### config.mk
export PLATFORM = sky130hd
export DESIGN_NAME = cd_spi_csr
export DESIGN_NICKNAME = d
export VERILOG_FILES = /design/src/rtl/cd_spi_csr_pkg.sv /design/src/rtl/cd_spi_csr_sync.sv /design/src/rtl/cd_spi_csr.sv
export SDC_FILE = /design/constraint.sdc
export NUM_CORES = 1
export LEC_CHECK = 0
export ABC_AREA = 1
export CAP_MARGIN = 10
export CORE_UTILIZATION = 30
export DETAILED_ROUTE_END_ITERATION = 12
export HOLD_SLACK_MARGIN = 0.15
export PLACE_DENSITY = 0.58
export SETUP_SLACK_MARGIN = 0.5
export SKIP_LAST_GASP = 1
export SLEW_MARGIN = 20
export SYNTH_ARGS = -nofsm -noshare
export SYNTH_HDL_FRONTEND = slang
export SYNTH_SLANG_ARGS = --single-unit
### constraint.sdc
create_clock -name clk -period 1.9 [get_ports clk]
set_input_delay 0.38 -clock clk [delete_from_list [all_inputs] [get_ports clk]]
set_output_delay 0.38 -clock clk [all_outputs]
set_load 0.01 [all_outputs]
### src/rtl/cd_spi_csr_pkg.sv
// Shared types and constants for the SPI-to-CSR bridge.
// FSM encoding, command byte layout and address width.
package cd_spi_csr_pkg;

  typedef enum logic [1:0] {
    ST_IDLE = 2'd0,
    ST_CMD  = 2'd1,
    ST_WR   = 2'd2,
    ST_RD   = 2'd3
  } state_e;

  localparam int CMD_WR  = 7;
  localparam int CMD_INC = 6;
  localparam int AW      = 5;

endpackage

### src/rtl/cd_spi_csr_sync.sv
// N-stage flop synchronizer with a selectable reset value.
// Used for SCK, SS_N and MOSI crossing into the clk domain.
module cd_sync #(
  parameter int   N       = 2,
  parameter logic RST_VAL = 1'b0
) (
  input  logic clk,
  input  logic reset,
  input  logic d_i,
  output logic q_o
);

  logic [N-1:0] sync_q;

  always_ff @(posedge clk or posedge reset) begin
    if (reset) begin
      sync_q <= {N{RST_VAL}};
    end else begin
      sync_q <= {sync_q[N-2:0], d_i};
    end
  end

  assign q_o = sync_q[N-1];

endmodule

### src/rtl/cd_spi_csr.sv
// SPI mode-0 slave bridging command/data bytes onto a small CSR bus.
// Command byte: wr, auto-inc, unused, 5-bit start address.
module cd_spi_csr
  import cd_spi_csr_pkg::*;
#(
  parameter int SYNC_STAGES = 2
) (
  input  logic          clk,
  input  logic          reset,
  input  logic          spi_sck,
  input  logic          spi_ss_n,
  input  logic          spi_mosi,
  output logic          spi_miso,
  output logic          spi_miso_oe,
  output logic [AW-1:0] csr_address,
  output logic          csr_read,
  input  logic [7:0]    csr_readdata,
  output logic          csr_write,
  output logic [7:0]    csr_writedata
);

  localparam int SW = $clog2(SYNC_STAGES + 1);

  logic sck_s, ss_s, mosi_s;

  cd_sync #(.N(SYNC_STAGES), .RST_VAL(1'b0)) u_sync_sck (
    .clk(clk), .reset(reset), .d_i(spi_sck), .q_o(sck_s)
  );
  cd_sync #(.N(SYNC_STAGES), .RST_VAL(1'b1)) u_sync_ss (
    .clk(clk), .reset(reset), .d_i(spi_ss_n), .q_o(ss_s)
  );
  cd_sync #(.N(SYNC_STAGES), .RST_VAL(1'b0)) u_sync_mosi (
    .clk(clk), .reset(reset), .d_i(spi_mosi), .q_o(mosi_s)
  );

  state_e        state_q, state_d;
  logic          sck_prev_q;
  logic [2:0]    bitcnt_q, bitcnt_d;
  logic [6:0]    rx_q, rx_d;
  logic [7:0]    tx_q, tx_d;
  logic          miso_q, miso_d;
  logic [AW-1:0] addr_q, addr_d;
  logic          inc_q, inc_d;
  logic          rd_q, rd_d;
  logic          wr_q, wr_d;
  logic [7:0]    wdata_q, wdata_d;
  logic          rdpend_q;
  logic [SW-1:0] settle_q, settle_d;
  logic          armed_q, armed_d;

  logic          rise, fall, byte_done;
  logic [7:0]    byte_w;
  logic [AW-1:0] addr_step;

  assign rise      = sck_s & ~sck_prev_q;
  assign fall      = ~sck_s & sck_prev_q;
  assign byte_w    = {rx_q, mosi_s};
  assign byte_done = rise && (bitcnt_q == 3'd7) && (state_q != ST_IDLE);
  assign addr_step = addr_q + {{(AW-1){1'b0}}, inc_q};

  always_comb begin
    state_d  = state_q;
    bitcnt_d = bitcnt_q;
    rx_d     = rx_q;
    tx_d     = tx_q;
    miso_d   = miso_q;
    addr_d   = addr_q;
    inc_d    = inc_q;
    rd_d     = 1'b0;
    wr_d     = 1'b0;
    wdata_d  = wdata_q;
    settle_d = settle_q;
    armed_d  = armed_q;

    // After reset the synchronizers show a fake SS_N fall; wait for a real high.
    if (!armed_q) begin
      if (settle_q != SW'(SYNC_STAGES)) begin
        settle_d = settle_q + SW'(1);
      end else if (ss_s) begin
        armed_d = 1'b1;
      end
    end

    if (wr_q) begin
      addr_d = addr_step;
    end

    if (state_q == ST_IDLE) begin
      bitcnt_d = 3'd0;
      rx_d     = 7'd0;
      tx_d     = 8'd0;
      miso_d   = 1'b0;
      if (armed_q && !ss_s) begin
        state_d = ST_CMD;
      end
    end else begin
      if (rise) begin
        rx_d     = byte_w[6:0];
        bitcnt_d = bitcnt_q + 3'd1;
      end
      if (fall) begin
        miso_d = tx_q[7];
        tx_d   = {tx_q[6:0], 1'b0};
      end
      if (rdpend_q) begin
        tx_d   = csr_readdata;
        miso_d = csr_readdata[7];
      end
      if (byte_done) begin
        unique case (state_q)
          ST_CMD: begin
            addr_d = byte_w[AW-1:0];
            inc_d  = byte_w[CMD_INC];
            if (byte_w[CMD_WR]) begin
              state_d = ST_WR;
            end else begin
              state_d = ST_RD;
              rd_d    = 1'b1;
            end
          end
          ST_WR: begin
            wr_d    = 1'b1;
            wdata_d = byte_w;
          end
          ST_RD: begin
            addr_d = addr_step;
            rd_d   = 1'b1;
          end
          default: ;
        endcase
      end
      if (ss_s) begin
        state_d = ST_IDLE;
      end
    end
  end

  always_ff @(posedge clk or posedge reset) begin
    if (reset) begin
      state_q    <= ST_IDLE;
      sck_prev_q <= 1'b0;
      bitcnt_q   <= 3'd0;
      rx_q       <= 7'd0;
      tx_q       <= 8'd0;
      miso_q     <= 1'b0;
      addr_q     <= '0;
      inc_q      <= 1'b0;
      rd_q       <= 1'b0;
      wr_q       <= 1'b0;
      wdata_q    <= 8'd0;
      rdpend_q   <= 1'b0;
      settle_q   <= '0;
      armed_q    <= 1'b0;
    end else begin
      state_q    <= state_d;
      sck_prev_q <= sck_s;
      bitcnt_q   <= bitcnt_d;
      rx_q       <= rx_d;
      tx_q       <= tx_d;
      miso_q     <= miso_d;
      addr_q     <= addr_d;
      inc_q      <= inc_d;
      rd_q       <= rd_d;
      wr_q       <= wr_d;
      wdata_q    <= wdata_d;
      rdpend_q   <= rd_q;
      settle_q   <= settle_d;
      armed_q    <= armed_d;
    end
  end

  assign spi_miso      = miso_q;
  assign spi_miso_oe   = ~ss_s;
  assign csr_address   = addr_q;
  assign csr_read      = rd_q;
  assign csr_write     = wr_q;
  assign csr_writedata = wdata_q;

endmodule

# --- After elaboration in Yosys (flattened, before gate mapping) ---
# Index checks and enable logic that the tools add are counted.
classes:
  muxes: 30
  n_bitwise: 7
  n_reduce_logical: 14
  n_addsub: 3
  eq_ne: 6
op_table:
  columns: ["operator", "count"]
  rows:
  - ["$mux 8", 3]
  - ["$mux 5", 3]
  - ["$mux 7", 2]
  - ["$mux 1", 13]
  - ["$mux 2", 5]
  - ["$pmux 5 s2", 1]
  - ["$reduce_and 3->1", 3]
  - ["$reduce_bool 3->1", 3]
  - ["$mux 3", 2]
  - ["$add 5x1->5", 1]
  - ["$not 1->1", 5]
  - ["$eq 2x2->1 const B", 2]
  - ["$reduce_bool 2->1", 2]
  - ["$add 3x1->3 const B", 1]
  - ["$eq 3x3->1 const B", 1]
  - ["$logic_and 1x1->1", 3]
  - ["$add 2x1->2 const B", 1]
  - ["$and 1x1->1", 2]
  - ["$eq 2x1->1 const B", 1]
  - ["$logic_not 2->1", 1]
  - ["$ne 2x1->1 const B", 1]
  - ["$ne 2x2->1 const B", 1]
  - ["$pmux 1 s2", 1]
  - ["$reduce_and 2->1", 1]
  - ["$logic_not 1->1", 1]
totals:
  regBits: 48
  inputBits: 13
  output_inout_bits: 17
  elab_cells: 77

# --- Longest topological paths before layout ---
depth:
  depth_word: 7
  ltp_mapped: 9
  ltp_nobuf: 9

# --- Hierarchy ---
# From an unflattened synthesis, not the netlist that was laid out.
unflattened:
  hier_cells: 238
  hier_area_um2: 2115.8
by_module_without_submodules:
  columns: ["module", "area_each_um2", "cells_each", "n_inst", "seq_area_each_um2"]
  rows:
  - ["cd_spi_csr", 1951.9, 229, 1, 1051.0]
  - ["cd_sync (u_sync_mosi ...)", 53.8, 3, 2, 50.0]
  - ["cd_sync (u_sync_ss)", 56.3, 3, 1, 52.6]

# --- Least setup slack after synthesis ---
# Ideal clock, no wire load.
synth_path:
  path_type: "flip-flop to flip-flop"
  from: "register bitcnt_q[0]"
  to: "register wdata_q[0] (netlist: csr_writedata[0])"
  synth_period_minus_slack_ps: 1448
  t_arrival_ps: 1322
  path_stages_with_launch: 7
  path_slack_ps: 452
  path_cell_list: "dfrtp_1 -> ha_1 -> ha_1 -> nand3_1 -> nor3_4 -> buf_6 -> o21ai_0"
synth_via:
  elab_chain_cells: 4
synth_rtl:
  columns: ["element", "line", "source"]
  rows:
  - ["start, declared", "cd_spi_csr.sv:38", "logic [2:0] bitcnt_q, bitcnt_d;"]
  - ["start signal, assigned", "cd_spi_csr.sv:157", "bitcnt_q <= bitcnt_d;"]
  - ["$eq 3x3->1", "cd_spi_csr.sv:58", "assign byte_done = rise && (bitcnt_q == 3'd7) && (state_q != ST_IDLE);"]
  - ["$logic_and 1x1->1 (2 in series)", "cd_spi_csr.sv:58", null]
  - ["$reduce_and 3->1 (no line)", null, null]
  - ["end signal, assigned", "cd_spi_csr.sv:165", "wdata_q <= wdata_d;"]
  - ["end, declared", "cd_spi_csr.sv:46", "logic [7:0] wdata_q, wdata_d;"]
# Every way passes these cells.
# A chain may end at the register's enable or synchronous reset.

# --- Worst setup path after layout ---
layout_path:
  from: "register u_sync_ss.sync_q[1]"
  to: "output port spi_miso_oe"
layout_via:
  elab_chain_cells: 1
layout_rtl:
  columns: ["element", "line", "source"]
  rows:
  - ["start, declared", "cd_spi_csr_sync.sv:13", "logic [N-1:0] sync_q;"]
  - ["start signal, assigned", "cd_spi_csr_sync.sv:17", "sync_q <= {N{RST_VAL}};"]
  - ["start signal, assigned", "cd_spi_csr_sync.sv:19", "sync_q <= {sync_q[N-2:0], d_i};"]
  - ["$not 1->1", "cd_spi_csr.sv:173", "assign spi_miso_oe = ~ss_s;"]
  - ["end, declared", "cd_spi_csr.sv:14", "output logic spi_miso_oe,"]
# Every way passes these cells.

==> flow_metrics.env <==
export IMPL_grt_total_usage=0.134
export IMPL_cts_root_buf="clkbuf_8"
export IMPL_p_per_area_nw_per_um2=730
export IMPL_gp_congestion=0.706
export IMPL_synth_edff_count=0
export IMPL_slew_violations=0
export IMPL_core_area_um2=6530
export IMPL_synth_top_cells_by_count="nand2_1, dfrtp_1, nor2_1"
export IMPL_crit_arrival_ns=1.06
export IMPL_grt_pass1_wl_um=7650
export IMPL_start_kind="flip-flop"
export IMPL_grt_max_degree=24
export IMPL_portBuffers=29
export IMPL_drc=0
export IMPL_vdd_drop_max_mv=0.363
export IMPL_rsz0062_at_grt="true"
export IMPL_worstPathRequired_ns=1.52
export IMPL_yosys_warnings=0
export IMPL_critical_path_max_fanout=4
export IMPL_wl_per_cell_um=12.6
export IMPL_setup_tns_ns=0
export IMPL_period_minus_slack_ns=1.44
export IMPL_maxCapViolCount=0
export IMPL_initial_core_util=0.319
export IMPL_fin_nets=299
export IMPL_synthTopCellsByArea="dfrtp_1, nand2_1, nand3_1"
export IMPL_antenna_found_initial=0
export IMPL_vias=1679
export IMPL_dp_hpwl_um=3040
export IMPL_first_pass_iters=4
export IMPL_syn_inst=231
export IMPL_die_x_um=85.3
export IMPL_overflow=0
export IMPL_num_rows=29
export IMPL_yosysUniqueCellTypes=22
export IMPL_async_reset_ff_frac=1.00
export IMPL_crit_type="reg -> out"
export IMPL_syn2layout_area_growth_pct=33.4
export IMPL_cts_tree="yes"
export IMPL_avgSynthCellArea_um2=9.01
export IMPL_synthFlopType="dfrtp_1"
export IMPL_relSlewSlack=0.724
export IMPL_synth_nets=249
export IMPL_fin_cells=359
export IMPL_reg2reg_from="bitcnt_q[1]"
export IMPL_p_total_mw=2.03
export IMPL_post_synth_top_area_cell="dfrtp_1"
export IMPL_synth_most_common_cell="nand2_1"
export IMPL_grt_pass1_vias=1633
export IMPL_drt_initial_drc_count=112
export IMPL_cp_startpoint="u_sync_ss.sync_q[1]"
export IMPL_clk_pin_slew_ns=0.10
export IMPL_crit_path_end_kind="output port"
export IMPL_synth_top_area_frac=0.553
export IMPL_p_leak_nw=1.35
export IMPL_htreeDepth=2
export IMPL_clockBufferDepth=2
export IMPL_synth_seq_area_share=0.578
export IMPL_setup_viol=0
export IMPL_max_clock_freq_mhz=693
export IMPL_synth_area_um2=2080
export IMPL_drt_wl_total_um=4510
export IMPL_die_area_um2=7280
export IMPL_insertion_delay_ns=0.30
export IMPL_fin_skew_ns=0.00596
export IMPL_dp_cells=339
export IMPL_io_pins=30
export IMPL_drive_above_1_share=0.191
export IMPL_ys_ff_latch=48
export IMPL_cts_made_buffers=5
export IMPL_status="complete, no violations"
export IMPL_diodes=0
export IMPL_vias_per_cell=4.68
export IMPL_ant_nets=0
export IMPL_fin_crit_sh=0.759
export IMPL_hold_buffers=0
export IMPL_final_area_um2=2780
export IMPL_clock_sinks=48
export IMPL_tightest_slew_ns=0.410
export IMPL_hp_start="u_sync_mosi.sync_q[0]"
export IMPL_min_path_type="reg -> reg"
export IMPL_hold_viol=0
export IMPL_placed_cell_area_um2=2520
export IMPL_fp_dieH_um=85.3
[layout by cell type (no fill, tap or decap), types with 2 or more instances in the layout]
| cell type | Yosys | layout |
|---|---|---|
| dfstp_2 | 2 | 2 |
| o22ai_1 | 6 | 6 |
| dfrtp_1 | 46 | 44 |
| nand4_1 | 2 | 2 |
| nor2_1 | 26 | 21 |
| ha_4 | 0 | 3 |
| buf_6 | 2 | 2 |
| clkdlybuf4s50_1 | 0 | 12 |
| nor2_4 | 0 | 2 |
| clkbuf_8 | 0 | 5 |
| clkbuf_2 | 0 | 2 |
| clkinvlp_4 | 0 | 2 |
| dfrtp_2 | 0 | 2 |
| clkdlybuf4s15_1 | 0 | 3 |
| inv_1 | 24 | 23 |
| o21ai_1 | 3 | 4 |
| dlygate4sd2_1 | 0 | 12 |
| nor2_2 | 3 | 6 |
| o21ai_0 | 17 | 16 |
| nand2_1 | 48 | 48 |
| buf_4 | 1 | 14 |
| a21oi_2 | 0 | 5 |
| a21oi_1 | 17 | 12 |
| nand3_1 | 22 | 21 |
[path summary, 6_finish.rpt]
path,endpoint,slack (ns),depth (start not counted)
worst max-delay path,spi_miso_oe,0.46,2
worst min-delay path,u_sync_mosi.sync_q[1],0.36,0
worst max register to register,csr_writedata[2],0.48,7
worst min register to register,u_sync_mosi.sync_q[1],0.36,0
max in group asynchronous,u_sync_ss.sync_q[1],1.02,3
min in group asynchronous,tx_q[6],0.39,2
[metrics by stage]
step	util	setup slack, ns	hold WS, ns
after CTS	0.412	0.301	0.358
after detailed placement	0.386	0.438	0.335
after floorplan	-	0.507	0.331
after global placement	0.386	0.449	0.333
after global routing	0.425	0.410	0.369
final	0.425	0.458	0.356
[power by group]
part	switching, mW	total [mW]	internal, mW	leakage, nW
sequential	0.0234	1.07	1.05	0.633
combinational	0.120	0.196	0.0765	0.666
clock	0.364	0.760	0.397	0.0548
total	0.507	2.03	1.52	1.35
[logic make-up after synthesis]
logic type	share of synthesized area
AND/OR/NAND/NOR	0.209
flip-flops	0.578
AO/OA/AOI/OAI	0.114
buffers and inverters	0.0643
adder cells (fa/ha/maj)	0.0300
XOR/XNOR	0.00421
[per-layer routing]
metal  up-vias  share of wire  global-route usage  routed length, um
met4         0          0.014              0.0545                 65
li1        860              -                   -                  -
met2        24           0.45               0.203               2020
met3         5          0.024              0.0263                106
met5         -              0                   0                  0
met1       790           0.51               0.189               2320
[critical path, cell delays in order (launching register included)]
cell and delay (ns):
dfstp_2 0.55, inv_1 0.08, clkbuf_2 0.13
[what timing repair did]
action / 4_1_cts / 5_1_grt
endpoints found under the hold margin: 0 / 0
gates cloned: 2 / 0
pin swaps: 2 / 1
endpoints found under the setup margin: 29 / 35
setup buffers: 6 / 4
gates resized for setup: 25 / 21
[sequential cells by signal, indices dropped and copies added, names as in the netlist]
name,flops
state_q,2
csr_read,1
rdpend_q,1
spi_miso,1
u_sync_mosi.sync_q,2
u_sync_sck.sync_q,2
bitcnt_q,3
csr_write,1
csr_writedata,8
settle_q,2
rx_q,7
u_sync_ss.sync_q,2
tx_q,8
sck_prev_q,1
csr_address,5
armed_q,1
inc_q,1
[cell type report]
| class | instances | area, um^2 |
|---|---|---|
| Clock buffer | 5 | 68.8 |
| Clock inverter | 3 | 46.3 |
| Fill cell | 647 | 3750 |
| Inverter | 26 | 103 |
| Multi-Input combinational cell | 153 | 838 |
| Sequential cell | 48 | 1210 |
| Tap cell | 77 | 96.3 |
| Timing Repair Buffer | 47 | 418 |
Power figures use the tool's default switching activity.
==> RTL change 1 (config.mk and constraints unchanged) <==
`RST_VAL` is set to 1'b0 in 3 places; all go to 1'b1.
--- a/src/rtl/cd_spi_csr_sync.sv
+++ b/src/rtl/cd_spi_csr_sync.sv
@@ -2,7 +2,7 @@
 // Used for SCK, SS_N and MOSI crossing into the clk domain.
 module cd_sync #(
   parameter int   N       = 2,
-  parameter logic RST_VAL = 1'b0
+  parameter logic RST_VAL = 1'b1
 ) (
   input  logic clk,
   input  logic reset,
--- a/src/rtl/cd_spi_csr.sv
+++ b/src/rtl/cd_spi_csr.sv
@@ -23,13 +23,13 @@
 
   logic sck_s, ss_s, mosi_s;
 
-  cd_sync #(.N(SYNC_STAGES), .RST_VAL(1'b0)) u_sync_sck (
+  cd_sync #(.N(SYNC_STAGES), .RST_VAL(1'b1)) u_sync_sck (
     .clk(clk), .reset(reset), .d_i(spi_sck), .q_o(sck_s)
   );
   cd_sync #(.N(SYNC_STAGES), .RST_VAL(1'b1)) u_sync_ss (
     .clk(clk), .reset(reset), .d_i(spi_ss_n), .q_o(ss_s)
   );
-  cd_sync #(.N(SYNC_STAGES), .RST_VAL(1'b0)) u_sync_mosi (
+  cd_sync #(.N(SYNC_STAGES), .RST_VAL(1'b1)) u_sync_mosi (
     .clk(clk), .reset(reset), .d_i(spi_mosi), .q_o(mosi_s)
   );
 
Function: no difference found for any inputs over 10 cycles, from zero or initial values and one cycle with reset high; that may be too few to reach the edited logic, so the function may still have changed.
==> RTL change 1 against the unedited design <==
Sequential cell count unchanged; final area rose by 2.3%; first-iteration DRC count shrank 21%; wire length grew 0.40%; clock power is 17% lower; critical path type unchanged; die area rose by 0.23%; maximum frequency shrank 1.7%; cell count rose by 2.2%; critical path depth unchanged; total power down 4.3%; count of clock-buffer cells in the layout unchanged; worst setup slack lost 0.025 ns; area after synthesis increased by 0.24%.
==> RTL change 1: results (changes against the unedited design) <==
- Status: complete, no violations (unchanged)
- Post-route setup slack: 0.433 ns (was 0.458 ns)
- Dpl hpwl: 2.88 mm (was 3.04 mm)
- Largest cells by area after synthesis: dfrtp_1 50%, nand2_1 8.6%, dfstp_2 7.6% (was dfrtp_1 55%, nand2_1 8.7%, nand3_1 5.3%)
- First-pass GRT wire length: 7.56 mm (was 7.65 mm)
- DR vias/cell: 4.68 (about the same)
- Pin count of the biggest net entering global routing: 49 (was 24)
- Worst hold path startpoint: u_sync_sck.sync_q[0] (was u_sync_mosi.sync_q[0])
- FF-to-FF End: csr_writedata[4] (was csr_writedata[2])
- Post-Synth XOR/XNOR Area: 0.420% (was 0.421%)
- Vias in the first global route: 1679 (was 1633)
- Fraction of layout cells with a size suffix above 1: 23.0% (was 19.1%)
- WL final: 4.53 mm (was 4.51 mm)
- Clock Power: 0.000631 W (was 0.000760 W)
- Top post-synthesis cells by count: 48 x nand2_1, 42 x dfrtp_1, 26 x nor2_1 (was 48 x nand2_1, 46 x dfrtp_1, 26 x nor2_1)
- Gr usage total: 13.1% (was 13.4%)
- Synth Area in Compound Gates: 11.4% (about the same)
- Pre-CTS setup slack: 0.385 ns (was 0.438 ns)
- Adder-cell share of the synthesized area: 3.00% (about the same)
- WP data arrival: 1.09 ns (was 1.06 ns)
- DRT iter0 DRCs: 88 (was 112)
- Final net count: 304 (was 299)
- Rel. slew slack: 73.2% (was 72.4%)
- Sequential cell area fraction in the yosys report: 57.9% (was 57.8%)
- Post-CTS Resized: 26 (was 25)
- Hold Path End: u_sync_sck.sync_q[1] (was u_sync_mosi.sync_q[1])
- Internal: 0.00142 W (was 0.00152 W)
- Leakage power: 1.38 nW (was 1.35 nW)
- Hold_ws: 0.361 ns (was 0.356 ns)
- Gpl congestion: 0.720 (was 0.706)
- Post-CTS setup buffer count: 7 (was 6)
- Fill cell count: 677 (was 647)
RTL change 1: cell types whose count changed in the layout (fill, tap and decap cells not counted), sizes merged:
cell and delta:
buf +5, dfrtp -4, dfstp +4, bufinv -1, clkbuf -1, clkinv +1
dlygate4sd2 +1
RTL change 1: metrics by stage:
step	power [W]	instance area (µm²)
2_1_floorplan	0.00120	2120
3_3_place_gp	0.00126	2510
3_5_place_dp	0.00127	2510
4_1_cts	0.00191	2670
5_1_grt	0.00202	2840
6_report	0.00194	2840
RTL change 1: layer usage:
layer  track usage, %  wire [µm]  part of all wire, %
met5                0          0                    0
met4             4.09         41                 0.91
met3             2.63        128                  2.8
met1             17.8       2190                   48
met2             21.0       2170                   48
RTL change 1: cell type report:
type	instances	area share, %
Clock buffer	5	2.42
Clock inverter	3	0.749
Inverter	26	3.61
Multi-Input combinational cell	153	30.2
Sequential cell	48	42.7
Tap cell	80	3.52
Timing Repair Buffer	52	16.8
==> RTL change 2 (same settings) <==
Made on the original files. Put one more register stage on the output `csr_writedata`, without a reset. The value now appears one clock later. The other outputs are not delayed to match.
--- a/src/rtl/cd_spi_csr.sv
+++ b/src/rtl/cd_spi_csr.sv
@@ -174,7 +174,9 @@
   assign csr_address   = addr_q;
   assign csr_read      = rd_q;
   assign csr_write     = wr_q;
-  assign csr_writedata = wdata_q;
+  always_ff @(posedge clk) begin
+    csr_writedata <= wdata_q;
+  end
 
 endmodule
 
Formal check against the unedited RTL: same outputs for any inputs over 10 cycles, from zero or initial values and one cycle with reset high; that may be too few to reach the edited logic, so the function may still have changed.
==> RTL change 2 against the unedited design <==
Wire length fell by 2.8%; maximum frequency rose by 0.55%; area after synthesis rose by 11%; worst setup slack improved by 0.0079 ns; total power rose by 13%; sequential cell count rose by 8; sequential share of layout area rose by 3.4 points; final area rose by 5.3%; critical endpoint unchanged.
==> RTL change 2: results (changes against the unedited design) <==
- Worst-path maximum fanout: 5 (was 4)
- Synth unique cells: 24 (was 22)
- Gpl congestion: 0.770 (was 0.706)
- Worst R2R Path Depth: 7 (unchanged)
- R2R Setup Slk: 0.53 ns (was 0.48 ns)
- Adder-cell share of the synthesized area: 2.72% (was 3.00%)
- FF-to-FF End: csr_address[2] (was csr_writedata[2])
- GRT met2 Usage: 20.1% (was 20.3%)
- Asr flop ratio synth: 85.7% (was 100%)
- Critical Path Start: u_sync_ss.sync_q[1] (unchanged)
- Grt met1 use: 15.6% (was 18.9%)
- Hold Path Class: reg2reg (unchanged)
- Met2 wire len: 2.07 mm (was 2.02 mm)
- Layout Skew: 0.0146 ns (was 0.00596 ns)
- Leakage power: 1.40 nW (was 1.35 nW)
- Max Cap Violations: 0 (unchanged)
- Status: complete, no violations (unchanged)
- Pre-CTS setup slack: 0.423 ns (was 0.438 ns)
- Largest cells by area after synthesis: dfrtp_1 50%, nand2_1 10%, dfxtp_1 7.0% (was dfrtp_1 55%, nand2_1 8.7%, nand3_1 5.3%)
- Synth warn: 0 (unchanged)
- Worst hold path startpoint: u_sync_mosi.sync_q[0] (unchanged)
- Met3 usage: 2.19% (was 2.63%)
- Hold_ws: 0.350 ns (was 0.356 ns)
- DR WL/cell: 11.1 µm (was 12.6 µm)
- Worst-Skew Late Latency: 0.32 ns (was 0.30 ns)
- CTS buffer count: 5 (unchanged)
- Post-placement cell count: 376 (was 339)
- WL met3: 107 µm (was 106 µm)
- Post-route insts no fill: 394 (was 359)
- Fraction of layout cells with a size suffix above 1: 14.9% (was 19.1%)
- H-tree levels: 2 (unchanged)
- Post-synth top area share: 50.0% (was 55.3%)
- Met1 WL: 2.14 mm (was 2.32 mm)
- Dpl hpwl: 3.07 mm (was 3.04 mm)
- Gr usage total: 12.1% (was 13.4%)
- Worst R2R Start: bitcnt_q[0] (was bitcnt_q[1])
- Achievable Freq: 697 MHz (was 693 MHz)
- Slew of the pin with the lowest slew margin: 0.422 ns (was 0.410 ns)
- First-pass GRT wire length: 7.48 mm (was 7.65 mm)
- Port bufs: 29 (unchanged)
- Total gr overflow: 0 (unchanged)
- Post-Synth XOR/XNOR Area: 0.761% (was 0.421%)
- Sequential cell area fraction in the yosys report: 59.2% (was 57.8%)
- Vias in the first global route: 1727 (was 1633)
- Synth Area in Compound Gates: 10.6% (was 11.4%)
- Post-synthesis mux area share: 0% (unchanged)
- DP Area: 0.00271 mm² (was 0.00252 mm²)
- DRT iter0 DRCs: 175 (was 112)
- Post-Syn Nets: 268 (was 249)
- Pin count of the biggest net entering global routing: 32 (was 24)
- Top post-synthesis cells by count: 62 x nand2_1, 46 x dfrtp_1, 33 x inv_1 (was 48 x nand2_1, 46 x dfrtp_1, 26 x nor2_1)
- Detailed Routing Iterations Pass 1: 4 (unchanged)
- Hold Path Depth: 0 (unchanged)
- Final net count: 312 (was 299)
- Syn Area/Cell: 9.21 µm² (was 9.01 µm²)
- Via count: 1779 (was 1679)
- Peak supply drop: 0.000301 V (was 0.000363 V)
- CP endpoint: spi_miso_oe (unchanged)
-- RTL change 2: changes by cell type in the layout (fill, tap and decap cells not counted), sizes merged, moves of 5 or more --
cell,change
o21ai,+8
dfxtp,+8
nand2,+17
buf,-5
inv,+10
nand3,-12
a21oi,-10
nor2,-6
-- RTL change 2: repair_timing --
action,CTS,global route
pin swaps,2,1
gates resized for setup,23,19
cloned,0,1
setup buffers,6,3
endpoints found under the setup margin,29,38
-- RTL change 2: power by group --
| part | total [W] | switching [W] | internal, W |
|---|---|---|---|
| logic | 0.000334 | 0.000202 | 0.000133 |
| registers | 0.00128 | 0.0000432 | 0.00123 |
| clock network | 0.000676 | 0.000406 | 0.000270 |
-- RTL change 2: layout make-up --
class,count,area [µm²]
clock buffer,5,68.8
clock inverter,3,25.0
fill,703,4410
inverter,34,131
multi-input combinational,155,803
sequential,56,1370
tap,99,124
timing repair buffer,42,402
-- RTL change 2: worst max-delay path, cell delays in order (launching register included) --
cell	delay, ns
dfstp_2	0.56
inv_2	0.06
clkbuf_2	0.13
